[config.mk]
export PLATFORM = sky130hd
export DESIGN_NAME = uart_rx_nmea_flat
export DESIGN_NICKNAME = d
export VERILOG_FILES = /design/src/rtl/uart_pkg.sv /design/src/rtl/uart_rx_nmea_if.sv /design/src/rtl/uart_baud_tick.sv /design/src/rtl/uart_rx_nmea.sv /design/src/flat_wrapper.sv
export SDC_FILE = /design/constraint.sdc
export NUM_CORES = 1
export LEC_CHECK = 0
export ABC_AREA = 1
export CORE_ASPECT_RATIO = 1.25
export CORE_UTILIZATION = 51
export DETAILED_ROUTE_END_ITERATION = 6
export PLACE_DENSITY = 0.75
export SYNTH_ARGS = -nofsm -noshare
export SYNTH_HDL_FRONTEND = slang
export SYNTH_HIERARCHICAL = 1
export SYNTH_SLANG_ARGS = --single-unit
[constraint.sdc]
create_clock -name sys_clk -period 6.2 [get_ports sys_clk]
set_input_delay 1.24 -clock sys_clk [delete_from_list [all_inputs] [get_ports sys_clk]]
set_output_delay 1.24 -clock sys_clk [all_outputs]
set_load 0.005 [all_outputs]
[src/rtl/uart_pkg.sv]
// Shared definitions for the GPS UART receiver and the NMEA parser stage.
package uart_pkg;

    typedef enum logic [2:0] {
        IDLE      = 3'd0,
        START     = 3'd1,
        DATA      = 3'd2,
        STOP      = 3'd3,
        WAIT_HIGH = 3'd4
    } rx_state_e;

    localparam int OVERSAMPLE = 16;

    // Oversample positions around mid-bit used for the majority vote.
    localparam logic [3:0] SAMPLE_A  = 4'd7;
    localparam logic [3:0] SAMPLE_B  = 4'd8;
    localparam logic [3:0] SAMPLE_C  = 4'd9;
    localparam logic [3:0] LAST_TICK = 4'd15;

    localparam logic [7:0] ASCII_DOLLAR = 8'h24;
    localparam logic [7:0] ASCII_STAR   = 8'h2A;

    function automatic logic maj3(input logic a, input logic b, input logic c);
        return (a & b) | (a & c) | (b & c);
    endfunction

endpackage

[src/rtl/uart_rx_nmea_if.sv]
// Received-byte stream from the UART receiver to the NMEA parser.
interface uart_rx_nmea_if;
    logic [7:0] po_data;
    logic       po_flag;
    logic       frame_err;

    modport master (output po_data, output po_flag, output frame_err);
    modport slave  (input  po_data, input  po_flag, input  frame_err);
endinterface

[src/rtl/uart_baud_tick.sv]
// Oversample tick generator: one-cycle pulse every DIV clocks, phase reset by clr.
module uart_baud_tick
    import uart_pkg::*;
#(
    parameter int CLK_FREQ = 50_000_000,
    parameter int BAUD     = 9600
) (
    input  logic clk,
    input  logic rst_n,
    input  logic clr,
    output logic tick
);

    localparam int DIV = CLK_FREQ / (BAUD * OVERSAMPLE);
    localparam int CW  = $clog2(DIV);
    localparam logic [CW-1:0] LAST = CW'(DIV - 1);

    if (DIV < 4) begin : g_div_check
        $error("uart_baud_tick: clock too slow for requested baud rate");
    end

    logic [CW-1:0] cnt_q;
    logic [CW-1:0] cnt_d;

    // Divider next-count: wrap at DIV-1, restart on clr.
    always_comb begin
        cnt_d = cnt_q;
        if (clr) begin
            cnt_d = '0;
        end else if (cnt_q == LAST) begin
            cnt_d = '0;
        end else begin
            cnt_d = cnt_q + CW'(1);
        end
    end

    // Divider counter register.
    always_ff @(posedge clk or negedge rst_n) begin
        if (!rst_n) begin
            cnt_q <= '0;
        end else begin
            cnt_q <= cnt_d;
        end
    end

    assign tick = (cnt_q == LAST) && !clr;

endmodule

[src/rtl/uart_rx_nmea.sv]
// 8N1 UART receiver with 16x oversampling and 3-sample majority vote,
// feeding received bytes to the NMEA parser.
module uart_rx_nmea
    import uart_pkg::*;
#(
    parameter int CLK_FREQ = 50_000_000,
    parameter int BAUD     = 9600
) (
    input  logic           sys_clk,
    input  logic           sys_rst_n,
    input  logic           rx,
    uart_rx_nmea_if.master byte_out
);

    rx_state_e  state_q, state_d;
    logic       rx_meta_q, rx_s_q, rx_d_q;
    logic [3:0] tick_cnt_q, tick_cnt_d;
    logic [3:0] bit_idx_q, bit_idx_d;
    logic [7:0] shift_q, shift_d;
    logic       samp_a_q, samp_a_d;
    logic       samp_b_q, samp_b_d;
    logic [7:0] po_data_q, po_data_d;
    logic       po_flag_q, po_flag_d;
    logic       frame_err_q, frame_err_d;
    logic       baud_clr_s;
    logic       tick_s;
    logic       mid_tick_s;
    logic       end_tick_s;
    logic       maj_s;

    uart_baud_tick #(
        .CLK_FREQ (CLK_FREQ),
        .BAUD     (BAUD)
    ) u_baud_tick (
        .clk   (sys_clk),
        .rst_n (sys_rst_n),
        .clr   (baud_clr_s),
        .tick  (tick_s)
    );

    assign mid_tick_s = tick_s && (tick_cnt_q == SAMPLE_C);
    assign end_tick_s = tick_s && (tick_cnt_q == LAST_TICK);
    assign maj_s      = maj3(samp_a_q, samp_b_q, rx_s_q);

    // Receive FSM next-state, datapath and strobe generation.
    always_comb begin
        state_d     = state_q;
        bit_idx_d   = bit_idx_q;
        shift_d     = shift_q;
        po_data_d   = po_data_q;
        po_flag_d   = 1'b0;
        frame_err_d = 1'b0;
        baud_clr_s  = 1'b0;

        case (state_q)
            IDLE: begin
                if (rx_d_q && !rx_s_q) begin
                    state_d    = START;
                    baud_clr_s = 1'b1;
                end else begin
                    state_d = IDLE;
                end
            end
            START: begin
                if (mid_tick_s) begin
                    if (maj_s) begin
                        state_d = IDLE;
                    end else begin
                        state_d   = DATA;
                        bit_idx_d = 4'd0;
                    end
                end else begin
                    state_d = START;
                end
            end
            DATA: begin
                // bit_idx counts bits already shifted in, so the tail of the
                // start bit (entered mid-bit) never advances the frame.
                if (mid_tick_s) begin
                    shift_d   = {maj_s, shift_q[7:1]};
                    bit_idx_d = bit_idx_q + 4'd1;
                end else if (end_tick_s && (bit_idx_q == 4'd8)) begin
                    state_d = STOP;
                end else begin
                    state_d = DATA;
                end
            end
            STOP: begin
                if (mid_tick_s) begin
                    if (maj_s) begin
                        po_data_d = shift_q;
                        po_flag_d = 1'b1;
                        state_d   = IDLE;
                    end else begin
                        frame_err_d = 1'b1;
                        state_d     = WAIT_HIGH;
                    end
                end else begin
                    state_d = STOP;
                end
            end
            WAIT_HIGH: begin
                if (rx_s_q) begin
                    state_d = IDLE;
                end else begin
                    state_d = WAIT_HIGH;
                end
            end
            default: begin
                state_d = IDLE;
            end
        endcase

        if (baud_clr_s) begin
            tick_cnt_d = 4'd0;
        end else if (tick_s) begin
            tick_cnt_d = tick_cnt_q + 4'd1;
        end else begin
            tick_cnt_d = tick_cnt_q;
        end

        if (tick_s && (tick_cnt_q == SAMPLE_A)) begin
            samp_a_d = rx_s_q;
        end else begin
            samp_a_d = samp_a_q;
        end

        if (tick_s && (tick_cnt_q == SAMPLE_B)) begin
            samp_b_d = rx_s_q;
        end else begin
            samp_b_d = samp_b_q;
        end
    end

    // Line synchronizer plus edge-detect stage; reset to idle-high.
    always_ff @(posedge sys_clk or negedge sys_rst_n) begin
        if (!sys_rst_n) begin
            rx_meta_q <= 1'b1;
            rx_s_q    <= 1'b1;
            rx_d_q    <= 1'b1;
        end else begin
            rx_meta_q <= rx;
            rx_s_q    <= rx_meta_q;
            rx_d_q    <= rx_s_q;
        end
    end

    // FSM, counters, shift register and output registers.
    always_ff @(posedge sys_clk or negedge sys_rst_n) begin
        if (!sys_rst_n) begin
            state_q     <= IDLE;
            tick_cnt_q  <= 4'd0;
            bit_idx_q   <= 4'd0;
            shift_q     <= 8'h00;
            samp_a_q    <= 1'b1;
            samp_b_q    <= 1'b1;
            po_data_q   <= 8'h00;
            po_flag_q   <= 1'b0;
            frame_err_q <= 1'b0;
        end else begin
            state_q     <= state_d;
            tick_cnt_q  <= tick_cnt_d;
            bit_idx_q   <= bit_idx_d;
            shift_q     <= shift_d;
            samp_a_q    <= samp_a_d;
            samp_b_q    <= samp_b_d;
            po_data_q   <= po_data_d;
            po_flag_q   <= po_flag_d;
            frame_err_q <= frame_err_d;
        end
    end

    assign byte_out.po_data   = po_data_q;
    assign byte_out.po_flag   = po_flag_q;
    assign byte_out.frame_err = frame_err_q;

endmodule
[src/flat_wrapper.sv]
// flat-port wrapper written by rule: the top's interface ports become plain ports
module uart_rx_nmea_flat import uart_pkg::*;
#(
    parameter int CLK_FREQ = 50_000_000,
    parameter int BAUD     = 9600
)
  (sys_clk, sys_rst_n, rx, byte_out_po_data, byte_out_po_flag, byte_out_frame_err);
  uart_rx_nmea_if byte_out_i ();
  input  logic sys_clk;
  input  logic sys_rst_n;
  input  logic rx;
  output wire logic [$bits(byte_out_i.po_data)-1:0] byte_out_po_data;
  output wire logic [$bits(byte_out_i.po_flag)-1:0] byte_out_po_flag;
  output wire logic [$bits(byte_out_i.frame_err)-1:0] byte_out_frame_err;
  assign byte_out_po_data = byte_out_i.po_data;
  assign byte_out_po_flag = byte_out_i.po_flag;
  assign byte_out_frame_err = byte_out_i.frame_err;
  uart_rx_nmea #(.CLK_FREQ(CLK_FREQ), .BAUD(BAUD)) u_core (.sys_clk(sys_clk), .sys_rst_n(sys_rst_n), .rx(rx), .byte_out(byte_out_i));
endmodule
==> results.sh <==
export IMPL_status="finished, final reports clean"
export IMPL_cts_hold_buf=0
export IMPL_antenna_found_initial=0
export IMPL_vdd_drop_max_v=0.000161
export IMPL_fin_crit_sh_pct=39.0
export IMPL_vias=1475
export IMPL_wl_microns=3460
export IMPL_worstPathArrival_ps=1180
export IMPL_hold_viol=0
export IMPL_crit_fanout=2
export IMPL_maxSlewViolCount=0
export IMPL_fp_dieH_microns=73.0
export IMPL_grt_max_degree=44
export IMPL_whs_ps=376
export IMPL_yosysWarnings=6
export IMPL_end_kind="primary output"
export IMPL_instances_no_fill=308
export IMPL_muxShareOfSynthArea_pct=0
export IMPL_synth_xor_area_share_pct=1.28
export IMPL_yosys_area_share_simple_pct=26.5
export IMPL_viasPerCell=4.79
export IMPL_drive_above_1_share_pct=14.6
export IMPL_path_cells="clkdlybuf4s50_1"
export IMPL_cts_sinks=43
export IMPL_clk_latency_ps=300
export IMPL_hpwl_microns=2470
export IMPL_worst_ep_required_time_ps=4960
export IMPL_fin_tns_setup_ps=0
export IMPL_timing_final_ws_setup_ps=3780
export IMPL_p_leak_nw=1.13
export IMPL_async_flop_share_pct=100
export IMPL_cts_tree="built"
export IMPL_worst_pin_slew_ps=919
export IMPL_synth_area_sq_mm=0.00206
export IMPL_synth_top_family_by_area="simple AND/OR/NAND/NOR gates"
export IMPL_ys_seq_area_share_pct=52.6
export IMPL_crit_family="buffers and inverters"
export IMPL_rows=25
export IMPL_ios=13
export IMPL_cts_buffers=5
export IMPL_die_x_microns=58.8
export IMPL_finalSetupViolCount=0
export IMPL_synth_most_common_cell="nand2_1"
export IMPL_layout_nets=263
export IMPL_post_cts_buffers=0
export IMPL_grt_usage_pct=18.6
export IMPL_synth_flop_cell="dfrtp_1"
export IMPL_synth_top_area_share_pct=46.2
export IMPL_syn_avg_cell_area_sq_um=8.69
export IMPL_synth_compound_area_share_pct=7.96
export IMPL_placedInstanceArea_sq_mm=0.00222
export IMPL_synth_edf_count=0
export IMPL_dieArea_sq_mm=0.00430
export IMPL_cts_root_buf="clkbuf_8"
export IMPL_synth_cells=237
export IMPL_portBuffers=12
export IMPL_slowest_delay_ps=510
export IMPL_gp_congestion=0.851
export IMPL_yosys_area_top_type="dfrtp_1"
export IMPL_clock_path_buffers=2
export IMPL_drt_iter0_drc=57
export IMPL_htree_levels=2
export IMPL_clkTransAtPathRegs_ps=90
export IMPL_hold_class="reg2reg"
export IMPL_synthTopCellsByCount="nand2_1 (58), dfrtp_1 (38), inv_1 (31), nor2_1 (24), nand3_1 (18)"
export IMPL_critPathKind="reg2out"
export IMPL_grt_pass1_vias=1347
export IMPL_area_delta_synth_final_pct=12.5
export IMPL_dr_pass1_iters=5
export IMPL_dp_cells=300
export IMPL_grt_pass1_wl_microns=5890
export IMPL_drc=0
export IMPL_synth_nets=247
export IMPL_power_mw=0.605
export IMPL_postRouteAntennaNets=0
export IMPL_antenna_cells=0
export IMPL_critPathLaunchType="register"
export IMPL_yosys_top_cells_area="dfrtp_1 (46%), nand2_1 (11%), dfstp_2 (6.4%), inv_1 (5.7%), nand3_1 (4.4%)"
export IMPL_rsz0062_at_grt="no"
export IMPL_initial_core_util_pct=54.0
export IMPL_yosys_register_bits=43
export IMPL_finClkSkew_ps=6.77
export IMPL_final_area_sq_mm=0.00232
export IMPL_crit_path_top_delay_cell="clkdlybuf4s50_1"
export IMPL_path_buf_inv=1
export IMPL_maxSlewHeadroom_pct=38.7
export IMPL_power_density_mw_per_mm2=261
export IMPL_fin_util_pct=60.7
export IMPL_cts_resized_gates=0
export IMPL_synthAdderAreaFrac_pct=4.25
export IMPL_fin_crit_ps=2420
export IMPL_fmax_mhz=414
export IMPL_drt_wirelength_per_cell_microns=11.2
export IMPL_grt_overflow_total=0
export IMPL_coreArea_sq_mm=0.00382
export IMPL_synth_distinct_cells=27
export IMPL_maxCapViolCount=0
export IMPL_dpl_worst_slack_ps=3910
## final timing paths
path,start,to,slack (ps),cells after the start
worst max-delay path,u_core/byte_out.po_data[5],byte_out_po_data[5],3780,1
worst min-delay path,u_core/rx_meta_q,u_core/rx_s_q,380,0
worst max register to register,u_core/rx_s_q,u_core/bit_idx_q[2],3880,10
worst min register to register,u_core/rx_meta_q,u_core/rx_s_q,380,0
max in group asynchronous,sys_rst_n,u_core/u_baud_tick/cnt_q[0],4550,1
min in group asynchronous,sys_rst_n,u_core/tick_cnt_q[3],1070,1
## state kept, by name, indices dropped and copies added (netlist names)
register / flops
u_core/byte_out.frame_err: 1
u_core/u_baud_tick/cnt_q: 9
u_core/samp_b_q: 1
u_core/byte_out.po_flag: 1
u_core/bit_idx_q: 4
u_core/tick_cnt_q: 4
u_core/state_q: 3
u_core/rx_meta_q: 1
u_core/samp_a_q: 1
u_core/rx_s_q: 1
u_core/shift_q: 8
u_core/rx_d_q: 1
u_core/byte_out.po_data: 8
## final cells by class
cell class / instances / area [sq um]
Clock buffer: 5 / 68.8
Clock inverter: 3 / 26.3
Fill cell: 353 / 1500
Inverter: 35 / 131
Multi-Input combinational cell: 156 / 825
Sequential cell: 43 / 1080
Tap cell: 54 / 67.6
Timing Repair Buffer: 12 / 115
## placed cells by master, fill, tap and decap left out
master            n
nor2_8            1
a21oi_1           5
inv_6             2
o21ai_1          10
nand2_2           7
o21ai_0           4
clkbuf_8          5
nor2_2            1
clkdlybuf4s50_1  11
xnor2_1           1
dfstp_2           5
xor2_1            2
nand4_1           3
buf_2             1
ha_1              7
dfrtp_1          38
nor3_1            3
nand2_1          58
inv_1            31
nand3_1          18
clkinv_1          1
nor2_4            1
nand3_4           1
clkinv_4          1
nor2_1           24
o21ai_2           7
nand3_2           1
o211ai_1          1
or2_2             1
inv_2             3
## layer usage
metal  part of all wire, %  vias up  GRT usage (%)
li1                      -      772              -
met1                    46      668           23.0
met2                    49       29           29.4
met3                   3.1        6           4.96
met4                   2.3        0           10.3
met5                     0        -              0
## where the power goes
group,internal [mW],leakage [nW],total [mW],switching (mW)
logic,0.0347,0.516,0.0900,0.0552
clock network,0.0828,0.0491,0.186,0.103
registers,0.304,0.568,0.329,0.0242
## cells by family (layout without fill, tap and decap cells)
family | count (synthesis) | after routing
flip-flops | 43 | 43
buffers and inverters | 38 | 55
adder cells (fa/ha/maj) | 7 | 7
AND/OR/NAND/NOR | 119 | 119
AO/OA/AOI/OAI | 27 | 27
XOR/XNOR | 3 | 3
Power figures use the tool's default switching activity.
